===== src/rtl/pipe_stage_skid_reg_pkg.sv =====
// Shared pipeline definitions: occupancy-encoded state enum, the RV32 NOP
// constant used for bubble payloads, and per-stage payload widths.
package pipe_pkg;

  // State encoding equals the number of held entries.
  typedef enum logic [1:0] {
    EMPTY = 2'd0,
    ONE   = 2'd1,
    FULL2 = 2'd2
  } pipe_state_e;

  // addi x0, x0, 0 -- the canonical RV32 bubble instruction.
  localparam logic [31:0] RV32_NOP = 32'h0000_0013;

  // Payload widths of the standard RV32IM stage boundaries.
  localparam int IFID_W  = 64;   // {pc, instr}
  localparam int IDEX_W  = 160;  // {pc, rs1_val, rs2_val, imm, ctrl}
  localparam int EXMEM_W = 104;  // {alu_res, rs2_val, rd, ctrl}
  localparam int MEMWB_W = 72;   // {wb_val, rd, ctrl}

  // Number of held entries for a state value; the unused encoding maps to 0.
  function automatic logic [1:0] state_occupancy(input logic [1:0] st);
    logic [1:0] occ;
    occ = (st == FULL2) ? 2'd2 :
          (st == ONE)   ? 2'd1 : 2'd0;
    return occ;
  endfunction

endpackage


===== src/rtl/pipe_stage_skid_reg_if.sv =====
// Producer/consumer handshake bundle of one pipeline stage register.
//
// Handshake: a beat moves on a rising clk edge exactly when valid and ready
// are both high in the cycle before it (in_valid & in_ready on the producer
// side, out_valid & out_ready on the consumer side). A producer holding
// in_valid keeps in_data stable until the beat moves; the stage keeps
// out_data stable while out_valid is high and out_ready is low.
interface pipe_stage_skid_reg_if #(
  parameter int DATA_W = 64
);

  logic              in_valid;
  logic [DATA_W-1:0] in_data;
  logic              in_ready;
  logic              out_valid;
  logic [DATA_W-1:0] out_data;
  logic              out_ready;

  // Environment side: drives producer payload and consumer ready.
  modport master (
    output in_valid,
    output in_data,
    output out_ready,
    input  in_ready,
    input  out_valid,
    input  out_data
  );

  // Stage side: the pipe_stage_skid_reg instance.
  modport slave (
    input  in_valid,
    input  in_data,
    input  out_ready,
    output in_ready,
    output out_valid,
    output out_data
  );

endinterface


===== src/rtl/pipe_stage_skid_reg.sv =====
// Handshaked pipeline stage register with an optional 2-entry skid buffer,
// flush-to-bubble and a global busywait freeze. Entry "main" is always the
// head presented on out_data; "skid" only holds the second entry in FULL2.
module pipe_stage_skid_reg
  import pipe_pkg::*;
#(
  parameter int              DATA_W     = 64,
  parameter logic [DATA_W-1:0] RESET_DATA = '0,
  parameter bit              SKID_EN    = 1'b1
) (
  input  logic                 clk,
  input  logic                 rst,
  input  logic                 busywait,
  input  logic                 flush,
  pipe_stage_skid_reg_if.slave bus,
  output logic [1:0]           occupancy,
  output logic [1:0]           state_dbg
);

  localparam logic [1:0] S_EMPTY = EMPTY;
  localparam logic [1:0] S_ONE   = ONE;
  localparam logic [1:0] S_FULL2 = FULL2;

  logic [1:0]        state_q, state_d;
  logic [DATA_W-1:0] main_q,  main_d;
  logic [DATA_W-1:0] skid_q,  skid_d;

  logic main_valid;
  logic in_ready_w;
  logic out_valid_w;
  logic in_fire;
  logic out_fire;

  // Handshake outputs. With the skid buffer in_ready depends on registered
  // state and busywait only; without it, ready passes back combinationally.
  always_comb begin
    main_valid = (state_q != S_EMPTY);
    if (SKID_EN) begin
      in_ready_w = (state_q != S_FULL2) & ~busywait;
    end else begin
      in_ready_w = (bus.out_ready | ~main_valid) & ~busywait;
    end
    out_valid_w = main_valid & ~busywait;
    in_fire     = bus.in_valid & in_ready_w;
    out_fire    = out_valid_w & bus.out_ready;
  end

  assign bus.in_ready  = in_ready_w;
  assign bus.out_valid = out_valid_w;
  assign bus.out_data  = main_q;
  assign occupancy     = state_occupancy(state_q);
  assign state_dbg     = state_q;

  // Next-state logic. busywait forces both fires low, so every register
  // holds without a dedicated branch; flush still takes effect during it.
  always_comb begin
    state_d = state_q;
    main_d  = main_q;
    skid_d  = skid_q;
    if (flush) begin
      // A concurrent in_fire is dropped; a concurrent out_fire has already
      // been consumed downstream, so emptying is all that is needed.
      state_d = S_EMPTY;
      main_d  = RESET_DATA;
      skid_d  = '0;
    end else begin
      case (state_q)
        S_EMPTY: begin
          if (in_fire) begin
            state_d = S_ONE;
            main_d  = bus.in_data;
          end
        end
        S_ONE: begin
          if (in_fire && out_fire) begin
            main_d = bus.in_data;
          end else if (in_fire) begin
            // Without the skid buffer in_ready implies out_fire here, so
            // this branch is only reachable when SKID_EN is set.
            if (SKID_EN) begin
              state_d = S_FULL2;
              skid_d  = bus.in_data;
            end
          end else if (out_fire) begin
            // main keeps its last value; out_valid is low so it is unseen.
            state_d = S_EMPTY;
          end
        end
        S_FULL2: begin
          if (out_fire) begin
            state_d = S_ONE;
            main_d  = skid_q;
          end
        end
        default: begin
          // Unused encoding: recover to a clean bubble.
          state_d = S_EMPTY;
          main_d  = RESET_DATA;
          skid_d  = '0;
        end
      endcase
    end
  end

  // State registers with synchronous active-high reset.
  always_ff @(posedge clk) begin
    if (rst) begin
      state_q <= S_EMPTY;
      main_q  <= RESET_DATA;
      skid_q  <= '0;
    end else begin
      state_q <= state_d;
      main_q  <= main_d;
      skid_q  <= skid_d;
    end
  end

endmodule


===== src/flat_wrapper.sv =====
// flat-port wrapper written by rule: the top's interface ports become plain ports
module pipe_stage_skid_reg_flat import pipe_pkg::*;
#(
  parameter int              DATA_W     = 64,
  parameter logic [DATA_W-1:0] RESET_DATA = '0,
  parameter bit              SKID_EN    = 1'b1
)
  (clk, rst, busywait, flush, occupancy, state_dbg, bus_in_valid, bus_in_data, bus_out_ready, bus_in_ready, bus_out_valid, bus_out_data);
  pipe_stage_skid_reg_if #(.DATA_W(DATA_W)) bus_i ();
  input  logic clk;
  input  logic rst;
  input  logic busywait;
  input  logic flush;
  output logic [1:0] occupancy;
  output logic [1:0] state_dbg;
  input wire logic [$bits(bus_i.in_valid)-1:0] bus_in_valid;
  input wire logic [$bits(bus_i.in_data)-1:0] bus_in_data;
  input wire logic [$bits(bus_i.out_ready)-1:0] bus_out_ready;
  output wire logic [$bits(bus_i.in_ready)-1:0] bus_in_ready;
  output wire logic [$bits(bus_i.out_valid)-1:0] bus_out_valid;
  output wire logic [$bits(bus_i.out_data)-1:0] bus_out_data;
  assign bus_i.in_valid = bus_in_valid;
  assign bus_i.in_data = bus_in_data;
  assign bus_i.out_ready = bus_out_ready;
  assign bus_in_ready = bus_i.in_ready;
  assign bus_out_valid = bus_i.out_valid;
  assign bus_out_data = bus_i.out_data;
  pipe_stage_skid_reg #(.DATA_W(DATA_W), .RESET_DATA(RESET_DATA), .SKID_EN(SKID_EN)) u_core (.clk(clk), .rst(rst), .busywait(busywait), .flush(flush), .bus(bus_i), .occupancy(occupancy), .state_dbg(state_dbg));
endmodule

===== config.mk =====
export PLATFORM = sky130hd
export DESIGN_NAME = pipe_stage_skid_reg_flat
export DESIGN_NICKNAME = d
export VERILOG_FILES = /design/src/rtl/pipe_stage_skid_reg_pkg.sv /design/src/rtl/pipe_stage_skid_reg_if.sv /design/src/rtl/pipe_stage_skid_reg.sv /design/src/flat_wrapper.sv
export SDC_FILE = /design/constraint.sdc
export NUM_CORES = 1
export LEC_CHECK = 0
export CORE_UTILIZATION = 51
export CTS_BUF_LIST = sky130_fd_sc_hd__clkbuf_4 sky130_fd_sc_hd__clkbuf_8
export CTS_CLUSTER_SIZE = 40
export DETAILED_ROUTE_END_ITERATION = 8
export PLACE_DENSITY = 0.91
export SLEW_MARGIN = 10
export SYNTH_ARGS = -nofsm -noshare
export SYNTH_HDL_FRONTEND = slang
export SYNTH_SLANG_ARGS = --single-unit

===== constraint.sdc =====
create_clock -name clk -period 1.6 [get_ports clk]
set_input_delay 0.16 -clock clk [delete_from_list [all_inputs] [get_ports clk]]
set_output_delay 0.16 -clock clk [all_outputs]
set_load 0.05 [all_outputs]

After elaboration in Yosys (flattened, before gate mapping)
Cells that the tools add are included.
{"block": "totals", "out_inout_bits": 70, "word_cells": 40, "register_bits": 130, "inputBits": 70}
{"block": "classes", "n_reduce_logical": 8, "n_mux": 14, "n_eq_ne": 9, "bitwise": 6}
{"cell": "$mux 64", "count": 4}
{"cell": "$pmux 64 s3", "count": 1}
{"cell": "$pmux 64 s2", "count": 1}
{"cell": "$mux 2", "count": 6}
{"cell": "$ne 2x1->1 const B", "count": 3}
{"cell": "$ne 2x2->1 const B", "count": 3}
{"cell": "$pmux 2 s3", "count": 1}
{"cell": "$reduce_and 3->1", "count": 2}
{"cell": "$and 1x1->1", "count": 4}
{"cell": "$reduce_and 4->1", "count": 1}
{"cell": "$reduce_or 2->1", "count": 2}
{"cell": "$ne 3x1->1 const B", "count": 1}
{"cell": "$eq 2x1->1 const B", "count": 1}
{"cell": "$eq 2x2->1 const B", "count": 1}
{"cell": "$logic_not 2->1", "count": 1}
{"cell": "$not 1->1", "count": 2}
{"cell": "$reduce_bool 2->1", "count": 1}
{"cell": "$logic_and 1x1->1", "count": 1}
{"cell": "$mux 1", "count": 1}

Logic depth before layout (Yosys ltp)
Gate-level depths: netlist of the first run.
{"block": "logic_depth", "depth_word": 7, "mapped_depth": 6, "depth_no_buf": 4}

Worst setup path after synthesis of the first run
OpenSTA, ideal clock, no wires.
{"block": "synth_path", "path_type": "reg2out", "from": "reg u_core.state_q[0], in the netlist u_core.state_dbg[0]", "to": "out bus_in_ready", "t_arrival_ns": 2.094, "path_buffers": 3, "path_slack_ns": -0.654, "required_ns": 1.440, "stages_incl_launch_ff": 6, "cell_sequence": "dfxtp_1 clkbuf_1 nor2_1 buf_4 buf_2 nor2_1"}
{"block": "synth_via", "elab_chain_cells": 2}
{"element": "start, declared", "line_no": "pipe_stage_skid_reg.sv:24", "source": "logic [1:0] state_q, state_d;"}
{"element": "start signal, assigned", "line_no": "pipe_stage_skid_reg.sv:112", "source": "state_q <= state_d;"}
{"element": "$ne 2x2->1", "line_no": "pipe_stage_skid_reg.sv:39", "source": "in_ready_w = (state_q != S_FULL2) & ~busywait;"}
{"element": "$and 1x1->1", "line_no": "pipe_stage_skid_reg.sv:39"}
{"element": "end, declared", "line_no": "flat_wrapper.sv:19", "source": "output wire logic [$bits(bus_i.in_ready)-1:0] bus_in_ready;"}
No other way between the ends.

Final worst setup path of the first run
{"block": "layout_path", "from": "reg u_core.state_q[1], in the netlist u_core.state_dbg[1]", "to": "out occupancy[0]"}
{"block": "layout_via", "elab_chain_cells": 3, "elab_cells_between_ends": 4, "classes_between": "eq/ne: 2; mux: 2"}
{"element": "$eq 2x1->1", "line_no": "pipe_stage_skid_reg_pkg.sv:25", "source": "(st == ONE) ? 2'd1 : 2'd0;"}
{"element": "$mux 1", "line_no": "pipe_stage_skid_reg_pkg.sv:25"}
{"element": "$mux 2 (*)", "line_no": "pipe_stage_skid_reg_pkg.sv:24", "source": "occ = (st == FULL2) ? 2'd2 :"}
{"element": "end, declared", "line_no": "flat_wrapper.sv:14", "source": "output logic [1:0] occupancy;"}
Every way passes the cells marked *; elsewhere a longest branch is shown, timed or not.

==> results of run 1 <==
[layer usage]
metal / vias up / track usage / share of wire
met5: - / 0 / 0
met4: 0 / 0.146 / 0.025
met3: 47 / 0.0757 / 0.083
met2: 311 / 0.478 / 0.49
met1: 2704 / 0.379 / 0.40
li1: 2556 / - / -
[area by class of cell]
type,count,area share
inverter,2,0.00128
multi-input combinational,407,0.350
sequential,130,0.333
clock buffer,24,0.0389
tap,140,0.0223
timing repair buffer,185,0.245
clock inverter,6,0.0102
[critical path, delay by kind of cell, from the launching register on]
family,cells,cell delay (ns)
buffers and inverters,3,0.48
flip-flops,1,0.36
AND/OR/NAND/NOR,1,0.17
[through the flow]
| stage | TNS [ns] | utilization |
|---|---|---|
| final | -0.00822 | 0.723 |
| after global placement | -21.02 | 0.659 |
| after floorplan | -0.00176 | - |
| after CTS | -0.0293 | 0.715 |
| after detailed placement | -25.25 | 0.659 |
| after global routing | -0.128 | 0.723 |
[power by group through the flow]
stage          Combinational [mW]  Sequential (mW)  Clock (mW)
2_1_floorplan               0.404             3.59           0
3_3_place_gp                0.982             3.40           0
3_5_place_dp                 1.01             3.40           0
4_1_cts                      1.03             3.33        2.79
5_1_grt                      1.11             3.33        2.93
6_report                     1.05             3.33        2.78
[what timing repair did]
| item | 4_1_cts | 5_1_grt |
|---|---|---|
| resized for setup | 6 | 9 |
| cloned | 5 | 0 |
| setup buffers | 6 | 7 |
| pin swaps | 2 | 1 |
| setup endpoints to repair | 3 | 50 |
[logic make-up after synthesis]
family | share of synthesized area
simple gates | 0.183
compound gates | 0.280
flops | 0.460
buf+inv | 0.0644
mux | 0.0124
[sequential cells by signal, summed over array words and instances (netlist names)]
register	flops
u_core.bus.out_data	64
u_core.state_dbg	2
u_core.skid_q	64
[worst paths after layout]
kind,start,end,slack (ns),cells past startpoint
setup reg to reg,u_core.state_dbg[0],u_core.bus.out_data[2],0.04,5
hold / removal,bus_in_data[63],u_core.skid_q[63],0.33,3
hold reg to reg,u_core.skid_q[38],u_core.skid_q[38],0.45,2
setup / recovery,u_core.state_dbg[1],occupancy[0],-0.008,4
[cells in the mapped netlist, types with 2 or more instances]
| master | n | area, µm² |
|---|---|---|
| nand4_1 | 57 | 357 |
| nor2b_1 | 8 | 50.1 |
| a211oi_2 | 60 | 751 |
| clkbuf_1 | 48 | 180 |
| or2_1 | 2 | 12.5 |
| a211oi_1 | 4 | 30.0 |
| nand3_1 | 2 | 10.0 |
| nand2_1 | 58 | 218 |
| nor2_1 | 14 | 52.6 |
| a22oi_1 | 58 | 435 |
| buf_2 | 18 | 90.1 |
| dfxtp_1 | 130 | 2600 |
| a21oi_1 | 65 | 325 |
| mux2i_1 | 7 | 70.1 |
| buf_6 | 6 | 67.6 |
| o21ai_1 | 2 | 10.0 |
| nor3_1 | 65 | 325 |
| buf_4 | 2 | 15.0 |
[placed cells by master (no fill, tap or decap), drive strengths merged]
cell	synthesis	layout
dfxtp	130	130
buf	27	111
clkdlybuf4s50	0	69
a21oi	65	65
nor3	65	65
a211oi	64	64
nand2	58	58
a22oi	58	58
nand4	57	57
clkbuf	48	24
nor2	14	14
nor2b	8	8
mux2i	7	7
bufbuf	0	5
clkinv	0	4
o21ai	3	3
or2	2	2
nand3	2	2
bufinv	0	2
inv	2	2
nor3b	1	1
o21a	1	1
o211a	1	1
a2bb2oi	1	1
==> impl_metrics.json, run 1 <==
{
  "wl_per_cell_um": 19.3,
  "dieArea_mm2": 0.0115,
  "timing.critical_path.arrival_ns": 1.45,
  "synth_seq_area_share": 0.460,
  "critical_path.startpoint_type": "flip-flop",
  "synthFlopType": "dfxtp_1",
  "crit_path_max_fanout": 10,
  "root_buffer": "clkbuf_8",
  "worst_vdd_rail_ir_drop_uv": 437,
  "num_io_pins": 140,
  "placement.setup.worst_slack_ns": -0.265,
  "std_cell_rows": 38,
  "number_of_drc_markers_after_the_initial_detailed_route_iteration": 560,
  "worst_slew_margin_rel": 0.780,
  "pwr_density_cell_mw_per_mm2": 913,
  "critical_path.endpoint_type": "primary output",
  "grt_overflow": 0,
  "required_ns": 1.44,
  "post_synth_instance_area_mm2": 0.00566,
  "antenna_cells": 0,
  "internal-power_mw": 5.28,
  "critical_path.slowest_cell": "dfxtp_4",
  "initial_core_util": 0.522,
  "clock.fmax_mhz": 622,
  "hold_buffers": 0,
  "switching_power_mw": 1.88,
  "multi_input_area_mm2": 0.00274,
  "number_of_flops_mapped_to_enable_cells_by_yosys": 0,
  "path_class": "reg2out",
  "timing.final.max_slew_violations": 0,
  "max_stage_delay_ns": 0.36,
  "final_period_minus_worst_setup_slack_ns": 1.61,
  "cts.sink_count": 130,
  "crit_path_frequent_cell": "buf_12",
  "synth-async-reset-ratio": 0,
  "rsz_0062_raised_after_global_routing": "yes",
  "htree_levels": 4,
  "areaGrowthSynthToFinish_pct": 38.6,
  "clkLatencyLatePin_ns": 0.44,
  "drcViolationCount": 0,
  "wl_mm": 17.2,
  "gp_congestion": 0.816,
  "outcome": "complete, but fails checks",
  "fin_ws_ns": -0.00822,
  "drv_cap": 0,
  "share_seq_of_total_power": 0.465,
  "number_of_instances_in_the_synthesized_netlist": 614,
  "port-buffer-count": 139,
  "hold_class": "in2reg",
  "grt_antenna_before_repair": 0,
  "ant_nets": 0,
  "mappedNetlistNets": 684,
  "cts_buffers": 17,
  "design_area_mm2": 0.00784,
  "grt_first_pass_wirelength_mm": 26.9,
  "power.leakage_nw": 2.81,
  "grt_max_degree": 62,
  "failed_checks": "setup timing",
  "net_count_final": 813,
  "final-hold-violation-count": 0,
  "vias": 5618,
  "drt-pass1-iter-count": 7,
  "instances_no_fill": 894,
  "report.power.total_mw": 7.16,
  "comb_power_share": 0.147,
  "floorplan.die.width_um": 107,
  "number_of_global_route_vias_before_repair": 5468,
  "standard_cell_area_after_detailed_placement_mm2": 0.00714,
  "dp.final_hpwl_mm": 10.1,
  "nFillCells": 757,
  "grtUsageTotal": 0.300,
  "timing.clock.skew_ns": 0.0101,
  "fp.coreArea_mm2": 0.0108,
  "holdWs_ns": 0.333,
  "chip_height_um": 107,
  "final_layout_size_suffix_gt1_frac": 0.290,
  "average_via_count_per_standard_cell": 6.28,
  "path_clk_slew_ns": 0.08,
  "synth.avg_cell_area_um2": 9.21,
  "yosysUniqueCellTypes": 26,
  "final_min_period_over_clock_period": 1.01,
  "worst_slew_pin_slew_ns": 0.329,
  "setup_viol_count_final": 1,
  "crit_chain": "buf_4 > buf_12 > nor2b_4 > buf_12",
  "area_used_by_sequential_logic_in_the_layout_mm2": 0.00261,
  "cts-root-to-sink-buffers": 2,
  "cts_tree": "done",
  "ys_seq_elements": 130,
  "switching_share": 0.262,
  "yosysWarningCount": 0,
  "placed_cells": 846,
  "clock_power_share": 0.388
}
No activity file was read; power rests on OpenSTA's default activity.
==> inputs of run 2 (changes only) <==
CAP_MARGIN = 25   (was default)
==> results of run 2 <==
Same layout as run 1: the final DEF is identical, and so are final timing and power.
